$ cat src/rtl/washing_ctrl_param_if.sv
// Front-panel/sensor inputs and valve/motor/lock outputs of the washing controller.
interface washing_ctrl_param_if;
    logic       start;
    logic       door_close;
    logic       pause;
    logic       filled;
    logic       detergent_added;
    logic       drained;
    logic       door_lock;
    logic       motor_on;
    logic       fill_valve_on;
    logic       drain_valve_on;
    logic       soap_wash;
    logic       water_wash;
    logic       done;
    logic       fault;
    logic [3:0] state;
    logic [2:0] rinse_left;

    modport master (
        output start, door_close, pause, filled, detergent_added, drained,
        input  door_lock, motor_on, fill_valve_on, drain_valve_on,
               soap_wash, water_wash, done, fault, state, rinse_left
    );

    modport slave (
        input  start, door_close, pause, filled, detergent_added, drained,
        output door_lock, motor_on, fill_valve_on, drain_valve_on,
               soap_wash, water_wash, done, fault, state, rinse_left
    );
endinterface

$ cat src/rtl/washing_ctrl_param.sv
// Washing-machine cycle controller: counted wash/spin, watchdogged fill/drain,
// configurable rinse passes, pause support. Outputs are registered Moore decodes.
module washing_ctrl_param #(
    parameter int unsigned WASH_TIME     = 16,
    parameter int unsigned SPIN_TIME     = 8,
    parameter int unsigned FILL_TIMEOUT  = 32,
    parameter int unsigned DRAIN_TIMEOUT = 32,
    parameter int unsigned RINSE_COUNT   = 2,
    parameter int unsigned CNT_W         = 8
) (
    input logic               clk,
    input logic               reset,
    washing_ctrl_param_if.slave bus
);

    typedef enum logic [3:0] {
        S_IDLE  = 4'd0,
        S_LOCK  = 4'd1,
        S_FILL  = 4'd2,
        S_SOAP  = 4'd3,
        S_WASH  = 4'd4,
        S_DRAIN = 4'd5,
        S_SPIN  = 4'd6,
        S_DONE  = 4'd7,
        S_FAULT = 4'd8
    } state_t;

    localparam logic [CNT_W-1:0] WASH_LAST  = CNT_W'(WASH_TIME - 1);
    localparam logic [CNT_W-1:0] SPIN_LAST  = CNT_W'(SPIN_TIME - 1);
    localparam logic [CNT_W-1:0] FILL_LAST  = CNT_W'(FILL_TIMEOUT - 1);
    localparam logic [CNT_W-1:0] DRAIN_LAST = CNT_W'(DRAIN_TIMEOUT - 1);
    localparam logic [2:0]       RINSE_INIT = 3'(RINSE_COUNT);

    state_t           st, st_nxt;
    logic [CNT_W-1:0] cnt, cnt_nxt;
    logic [2:0]       rinse, rinse_nxt;
    logic             paused;
    logic             soap_nxt;

    always_comb begin
        st_nxt    = st;
        rinse_nxt = rinse;
        paused    = 1'b0;
        if ((st inside {S_LOCK, S_FILL, S_SOAP, S_WASH, S_DRAIN, S_SPIN}) && !bus.door_close) begin
            st_nxt = S_FAULT;
        end else if ((st inside {S_FILL, S_SOAP, S_WASH, S_DRAIN, S_SPIN}) && bus.pause) begin
            paused = 1'b1;
        end else begin
            case (st)
                S_IDLE: if (bus.start && bus.door_close) begin
                    st_nxt    = S_LOCK;
                    rinse_nxt = RINSE_INIT;
                end
                S_LOCK: st_nxt = S_FILL;
                S_FILL: begin
                    if (bus.filled)
                        st_nxt = (rinse == RINSE_INIT) ? S_SOAP : S_WASH;
                    else if (cnt == FILL_LAST)
                        st_nxt = S_FAULT;
                end
                S_SOAP: if (bus.detergent_added) st_nxt = S_WASH;
                S_WASH: if (cnt == WASH_LAST) st_nxt = S_DRAIN;
                S_DRAIN: begin
                    if (bus.drained) begin
                        if (rinse != 3'd0) begin
                            rinse_nxt = rinse - 3'd1;
                            st_nxt    = S_FILL;
                        end else begin
                            st_nxt = S_SPIN;
                        end
                    end else if (cnt == DRAIN_LAST) begin
                        st_nxt = S_FAULT;
                    end
                end
                S_SPIN: if (cnt == SPIN_LAST) st_nxt = S_DONE;
                S_DONE: if (!bus.start) st_nxt = S_IDLE;
                default: st_nxt = st;
            endcase
        end

        if (st_nxt != st)
            cnt_nxt = '0;
        else if (paused)
            cnt_nxt = cnt;
        else
            cnt_nxt = cnt + 1'b1;

        // The soap pass is the one that still has every rinse pass ahead of it.
        soap_nxt = (rinse_nxt == RINSE_INIT);
    end

    always_ff @(posedge clk or negedge reset) begin
        if (!reset) begin
            st                 <= S_IDLE;
            cnt                <= '0;
            rinse              <= '0;
            bus.door_lock      <= 1'b0;
            bus.motor_on       <= 1'b0;
            bus.fill_valve_on  <= 1'b0;
            bus.drain_valve_on <= 1'b0;
            bus.soap_wash      <= 1'b0;
            bus.water_wash     <= 1'b0;
            bus.done           <= 1'b0;
            bus.fault          <= 1'b0;
            bus.state          <= '0;
            bus.rinse_left     <= '0;
        end else begin
            st                 <= st_nxt;
            cnt                <= cnt_nxt;
            rinse              <= rinse_nxt;
            bus.door_lock      <= st_nxt inside {S_LOCK, S_FILL, S_SOAP, S_WASH,
                                                 S_DRAIN, S_SPIN, S_FAULT};
            bus.motor_on       <= !paused && (st_nxt inside {S_WASH, S_SPIN});
            bus.fill_valve_on  <= !paused && (st_nxt == S_FILL);
            bus.drain_valve_on <= !paused && (st_nxt inside {S_DRAIN, S_SPIN});
            bus.soap_wash      <= soap_nxt && (st_nxt inside {S_FILL, S_SOAP, S_WASH, S_DRAIN});
            bus.water_wash     <= !soap_nxt && (st_nxt inside {S_FILL, S_WASH, S_DRAIN});
            bus.done           <= (st_nxt == S_DONE);
            bus.fault          <= (st_nxt == S_FAULT);
            bus.state          <= st_nxt;
            bus.rinse_left     <= rinse_nxt;
        end
    end

endmodule

$ cat src/flat_wrapper.sv
// flat-port wrapper written by rule: the top's interface ports become plain ports
module washing_ctrl_param_flat 
#(
    parameter int unsigned WASH_TIME     = 16,
    parameter int unsigned SPIN_TIME     = 8,
    parameter int unsigned FILL_TIMEOUT  = 32,
    parameter int unsigned DRAIN_TIMEOUT = 32,
    parameter int unsigned RINSE_COUNT   = 2,
    parameter int unsigned CNT_W         = 8
)
  (clk, reset, bus_start, bus_door_close, bus_pause, bus_filled, bus_detergent_added, bus_drained, bus_door_lock, bus_motor_on, bus_fill_valve_on, bus_drain_valve_on, bus_soap_wash, bus_water_wash, bus_done, bus_fault, bus_state, bus_rinse_left);
  washing_ctrl_param_if bus_i ();
  input logic clk;
  input logic reset;
  input wire logic [$bits(bus_i.start)-1:0] bus_start;
  input wire logic [$bits(bus_i.door_close)-1:0] bus_door_close;
  input wire logic [$bits(bus_i.pause)-1:0] bus_pause;
  input wire logic [$bits(bus_i.filled)-1:0] bus_filled;
  input wire logic [$bits(bus_i.detergent_added)-1:0] bus_detergent_added;
  input wire logic [$bits(bus_i.drained)-1:0] bus_drained;
  output wire logic [$bits(bus_i.door_lock)-1:0] bus_door_lock;
  output wire logic [$bits(bus_i.motor_on)-1:0] bus_motor_on;
  output wire logic [$bits(bus_i.fill_valve_on)-1:0] bus_fill_valve_on;
  output wire logic [$bits(bus_i.drain_valve_on)-1:0] bus_drain_valve_on;
  output wire logic [$bits(bus_i.soap_wash)-1:0] bus_soap_wash;
  output wire logic [$bits(bus_i.water_wash)-1:0] bus_water_wash;
  output wire logic [$bits(bus_i.done)-1:0] bus_done;
  output wire logic [$bits(bus_i.fault)-1:0] bus_fault;
  output wire logic [$bits(bus_i.state)-1:0] bus_state;
  output wire logic [$bits(bus_i.rinse_left)-1:0] bus_rinse_left;
  assign bus_i.start = bus_start;
  assign bus_i.door_close = bus_door_close;
  assign bus_i.pause = bus_pause;
  assign bus_i.filled = bus_filled;
  assign bus_i.detergent_added = bus_detergent_added;
  assign bus_i.drained = bus_drained;
  assign bus_door_lock = bus_i.door_lock;
  assign bus_motor_on = bus_i.motor_on;
  assign bus_fill_valve_on = bus_i.fill_valve_on;
  assign bus_drain_valve_on = bus_i.drain_valve_on;
  assign bus_soap_wash = bus_i.soap_wash;
  assign bus_water_wash = bus_i.water_wash;
  assign bus_done = bus_i.done;
  assign bus_fault = bus_i.fault;
  assign bus_state = bus_i.state;
  assign bus_rinse_left = bus_i.rinse_left;
  washing_ctrl_param #(.WASH_TIME(WASH_TIME), .SPIN_TIME(SPIN_TIME), .FILL_TIMEOUT(FILL_TIMEOUT), .DRAIN_TIMEOUT(DRAIN_TIMEOUT), .RINSE_COUNT(RINSE_COUNT), .CNT_W(CNT_W)) u_core (.clk(clk), .reset(reset), .bus(bus_i));
endmodule
$ cat config.mk
export PLATFORM = sky130hd
export DESIGN_NAME = washing_ctrl_param_flat
export DESIGN_NICKNAME = d
export VERILOG_FILES = /design/src/rtl/washing_ctrl_param_if.sv /design/src/rtl/washing_ctrl_param.sv /design/src/flat_wrapper.sv
export SDC_FILE = /design/constraint.sdc
export NUM_CORES = 1
export LEC_CHECK = 0
export CAP_MARGIN = 25
export CORE_MARGIN = 2
export CORE_UTILIZATION = 41
export CTS_CLUSTER_DIAMETER = 200
export DETAILED_ROUTE_END_ITERATION = 10
export HOLD_SLACK_MARGIN = 0.06
export PLACE_DENSITY = 0.65
export SYNTH_ARGS = -nofsm -noshare
export SYNTH_HDL_FRONTEND = slang
export SYNTH_SLANG_ARGS = --single-unit
$ cat constraint.sdc
create_clock -name clk -period 2.3 [get_ports clk]
set_input_delay 0.69 -clock clk [delete_from_list [all_inputs] [get_ports clk]]
set_output_delay 0.69 -clock clk [all_outputs]
set_load 0.02 [all_outputs]
==> flow_summary.toml, run 1 <==
[status]
status = "finished with violations"
violations = "negative setup slack"

[yosys]
synth_area_um2 = 1603
postSynthCellCount = 168
synth_seq_cells = 23
yosys-top-cells-area = "dfrtp_1 (36%), nor4_1 (3.9%), nand2_1 (3.5%), ha_1 (3.1%), buf_6 (2.8%)"
async_flop_share_pct = 100.0
avgSynthCellArea_um2 = 9.540
yosysSeqAreaShare_pct = 35.91
synthesis.nets = 180
ys.flop_type = "dfrtp_1"
synth_top_area_share_pct = 35.91
ys_types = 54
synth-edff-count = 0
yosysWarnings = 0
yosys.area.top_type = "dfrtp_1"

[clock_network]
cts_buffer_depth = 2
cts_made_buffers = 3
cts-root-buf = "clkbuf_8"
cts_tree = "built"
path_clk_slew_ns = 0.08
clk_latency_ns = 0.26
h-tree-depth = 1
cts_sinks = 23

[grt]
grt_overflow = 0
grt_pass1_vias = 1697
grt_antenna_before_repair = 0
track_usage_pct = 23.81
grt_max_degree = 24
grt_pass1_wl_um = 7907

[finish]
final_cell_mix = "buf_4 (55), dfrtp_1 (22), clkdlybuf4s50_1 (16)"
finalNonFillerCells = 293
nets = 258
final_common_cell = "buf_4"
layout-drive-gt1-share_pct = 43.27
diodes = 0
final_cell_area_um2 = 2540
syn_to_final_growth_pct = 58.47

[worst_setup_path]
crit_family = "simple AND/OR/NAND/NOR gates"
reg2regPathDepth = 11
r2r-start = "u_core.cnt[1]"
crit_type = "register to register"
worstReg2RegEnd = "u_core.bus.fill_valve_on"
cp.required_ns = 2.51
startpoint_type = "register"
cp_num_buf_inv = 4
worst-path-stages = 11
critPathCaptureType = "register"
slowest_delay_ns = 0.37
cp_max_fo = 3
arrival_ns = 2.53
crit_top_cell = "buf_4"
reg2reg_slack_ns = -0.02
cp_slowest_cell = "dfrtp_1"
path_cells = "ha_2 -> and3b_2 -> nor4b_4 -> buf_4 -> o31ai_4 -> buf_4 -> o31ai_4 -> inv_2 -> or3_4 -> buf_4 -> nor2_4"

[min_path]
min_delay_path_depth = 2
hold_path_end = "u_core.bus.rinse_left[2]"
hp-class = "register to register"
min_from = "u_core.bus.rinse_left[2]"

[detailed_routing]
ant_nets = 0
vias_per_cell = 5.829
wl_per_cell_um = 17.52
first_pass_iters = 4
drt_iter0_markers = 159
drc = 0
via_count = 1708
wl_um = 5133

[sta]
relSlewSlack_pct = 72.71
tightestPinTransition_ns = 0.4083
grt_setup_unrepaired = "true"
fin_skew_ns = 0.006715
setup_ws_ns = -0.02334
holdWs_ns = 0.6352
finalSetupViolCount = 2
clock.fmax_mhz = 430.4
finalCritPeriodShare_pct = 101.0
maxSlewViolCount = 0
min_period_ns = 2.323
finalHoldViolCount = 0

[die]
dieHeight_um = 66.53
core-area_um2 = 3716
std_cell_rows = 22
io_pins = 23
die_area_um2 = 4426
initial_core_util_pct = 43.13
die_w_um = 66.53

[placed_design]
dpl.hpwl_um = 3210
gp_congestion = 0.9072
place_area_um2 = 2113
placedCellCount = 269
port_buffers = 22

[power]
p_leak_nw = 1.105
vdd_drop_max_mv = 0.3949
power.density_nw_per_um2 = 474.6

[run]
cap_violations = 0
worst max path at each step:
stage | start | endpoint | slack [ns]
floorplan | u_core.bus.rinse_left[0] | u_core.bus.water_wash | 0.04
global placement | bus_drained | u_core.bus.door_lock | -0.52
detailed placement | bus_pause | u_core.cnt[7] | -0.59
CTS | bus_pause | u_core.bus.soap_wash | 0.01
global route | u_core.cnt[1] | u_core.bus.fill_valve_on | -0.1
finish | u_core.cnt[1] | u_core.bus.fill_valve_on | -0.02
sequential cells by signal, indices dropped and copies added, names as in the netlist:
name,count
u_core.bus.rinse_left,3
u_core.bus.drain_valve_on,1
u_core.bus.fill_valve_on,1
u_core.bus.soap_wash,1
u_core.bus.state,4
u_core.cnt,8
u_core.bus.water_wash,1
u_core.bus.motor_on,1
u_core.bus.fault,1
u_core.bus.door_lock,1
u_core.bus.done,1
layout make-up:
class	instances	area [um2]
clock buffers	4	45.04
fillers	272	1176
inverters	12	45.04
multi-input cells	127	1147
flip-flops and latches	23	576.8
well taps	48	60.06
repair buffers	79	665.6
report_power, final:
part / internal (mW) / switching, mW
Combinational: 0.216 / 0.206
Clock: 0.124 / 0.126
Sequential: 0.464 / 0.0695
Total: 0.804 / 0.401
through the flow:
step                power (mW)  setup TNS (ns)  worst slack (ns)  util (%)
finish                   1.205        -0.04605          -0.02334     68.35
global route             1.262         -0.7402          -0.09872     68.35
CTS                      1.140               0           0.01292     64.85
detailed placement      0.8389          -8.932           -0.5925     56.87
global placement        0.8114          -8.264           -0.5175     56.87
floorplan               0.6888               0           0.04492         -
cell families (layout without fill, tap and decap cells):
logic type	Yosys count	after routing	share of synthesized area, %
buffers and inverters	18	95	6.557
AND/OR/NAND/NOR	72	72	26.39
adder cells (fa/ha/maj)	5	5	3.747
AO/OA/AOI/OAI	39	39	21.23
multiplexers	2	2	1.249
XOR/XNOR	9	9	4.918
flip-flops	23	23	35.91
routing by layer:
| layer | GRT usage [%] | routed length, um | up-vias |
|---|---|---|---|
| met5 | 0 | 0 | - |
| met4 | 9.184 | 93 | 0 |
| met3 | 2.365 | 193 | 12 |
| met2 | 43.88 | 2684 | 52 |
| met1 | 28.18 | 2162 | 860 |
| li1 | - | - | 784 |
Yosys cell counts (all sizes together) (4+ instances only):
cell type  number
a21oi           7
buf             6
dfrtp          23
ha              4
inv            12
nand2          15
nand2b          4
nand3           6
nand4           5
nor2            8
nor3            5
nor4           10
o21ai           7
or3             4
xnor2           4
xor2            5
worst register-to-register path, stage by stage, from the launching register on:
cell and delay [ns]:
dfrtp_1 0.37, ha_2 0.19, and3b_2 0.21, nor4b_4 0.25, buf_4 0.17, o31ai_4 0.07, buf_4 0.16, o31ai_4 0.23
inv_2 0.07, or3_4 0.34, buf_4 0.15, nor2_4 0.06
timing repair:
item                       CTS  global route
setup endpoints to repair   18            16
gates resized for setup     36            18
hold buffers                 0             0
buffers inserted            12             9
pin swaps                   19            11
Power figures use the tool's default switching activity.
==> run 2, diff against run 1 <==
--- a/config.mk
+++ b/config.mk
@@ -5,6 +5,7 @@
 export SDC_FILE = /design/constraint.sdc
 export NUM_CORES = 1
 export LEC_CHECK = 0
+export ABC_CLOCK_PERIOD_IN_PS = 2300
 export CAP_MARGIN = 25
 export CORE_MARGIN = 2
 export CORE_UTILIZATION = 41
==> results of run 2 <==
No change in the layout: final DEF, timing and power equal those of run 1.
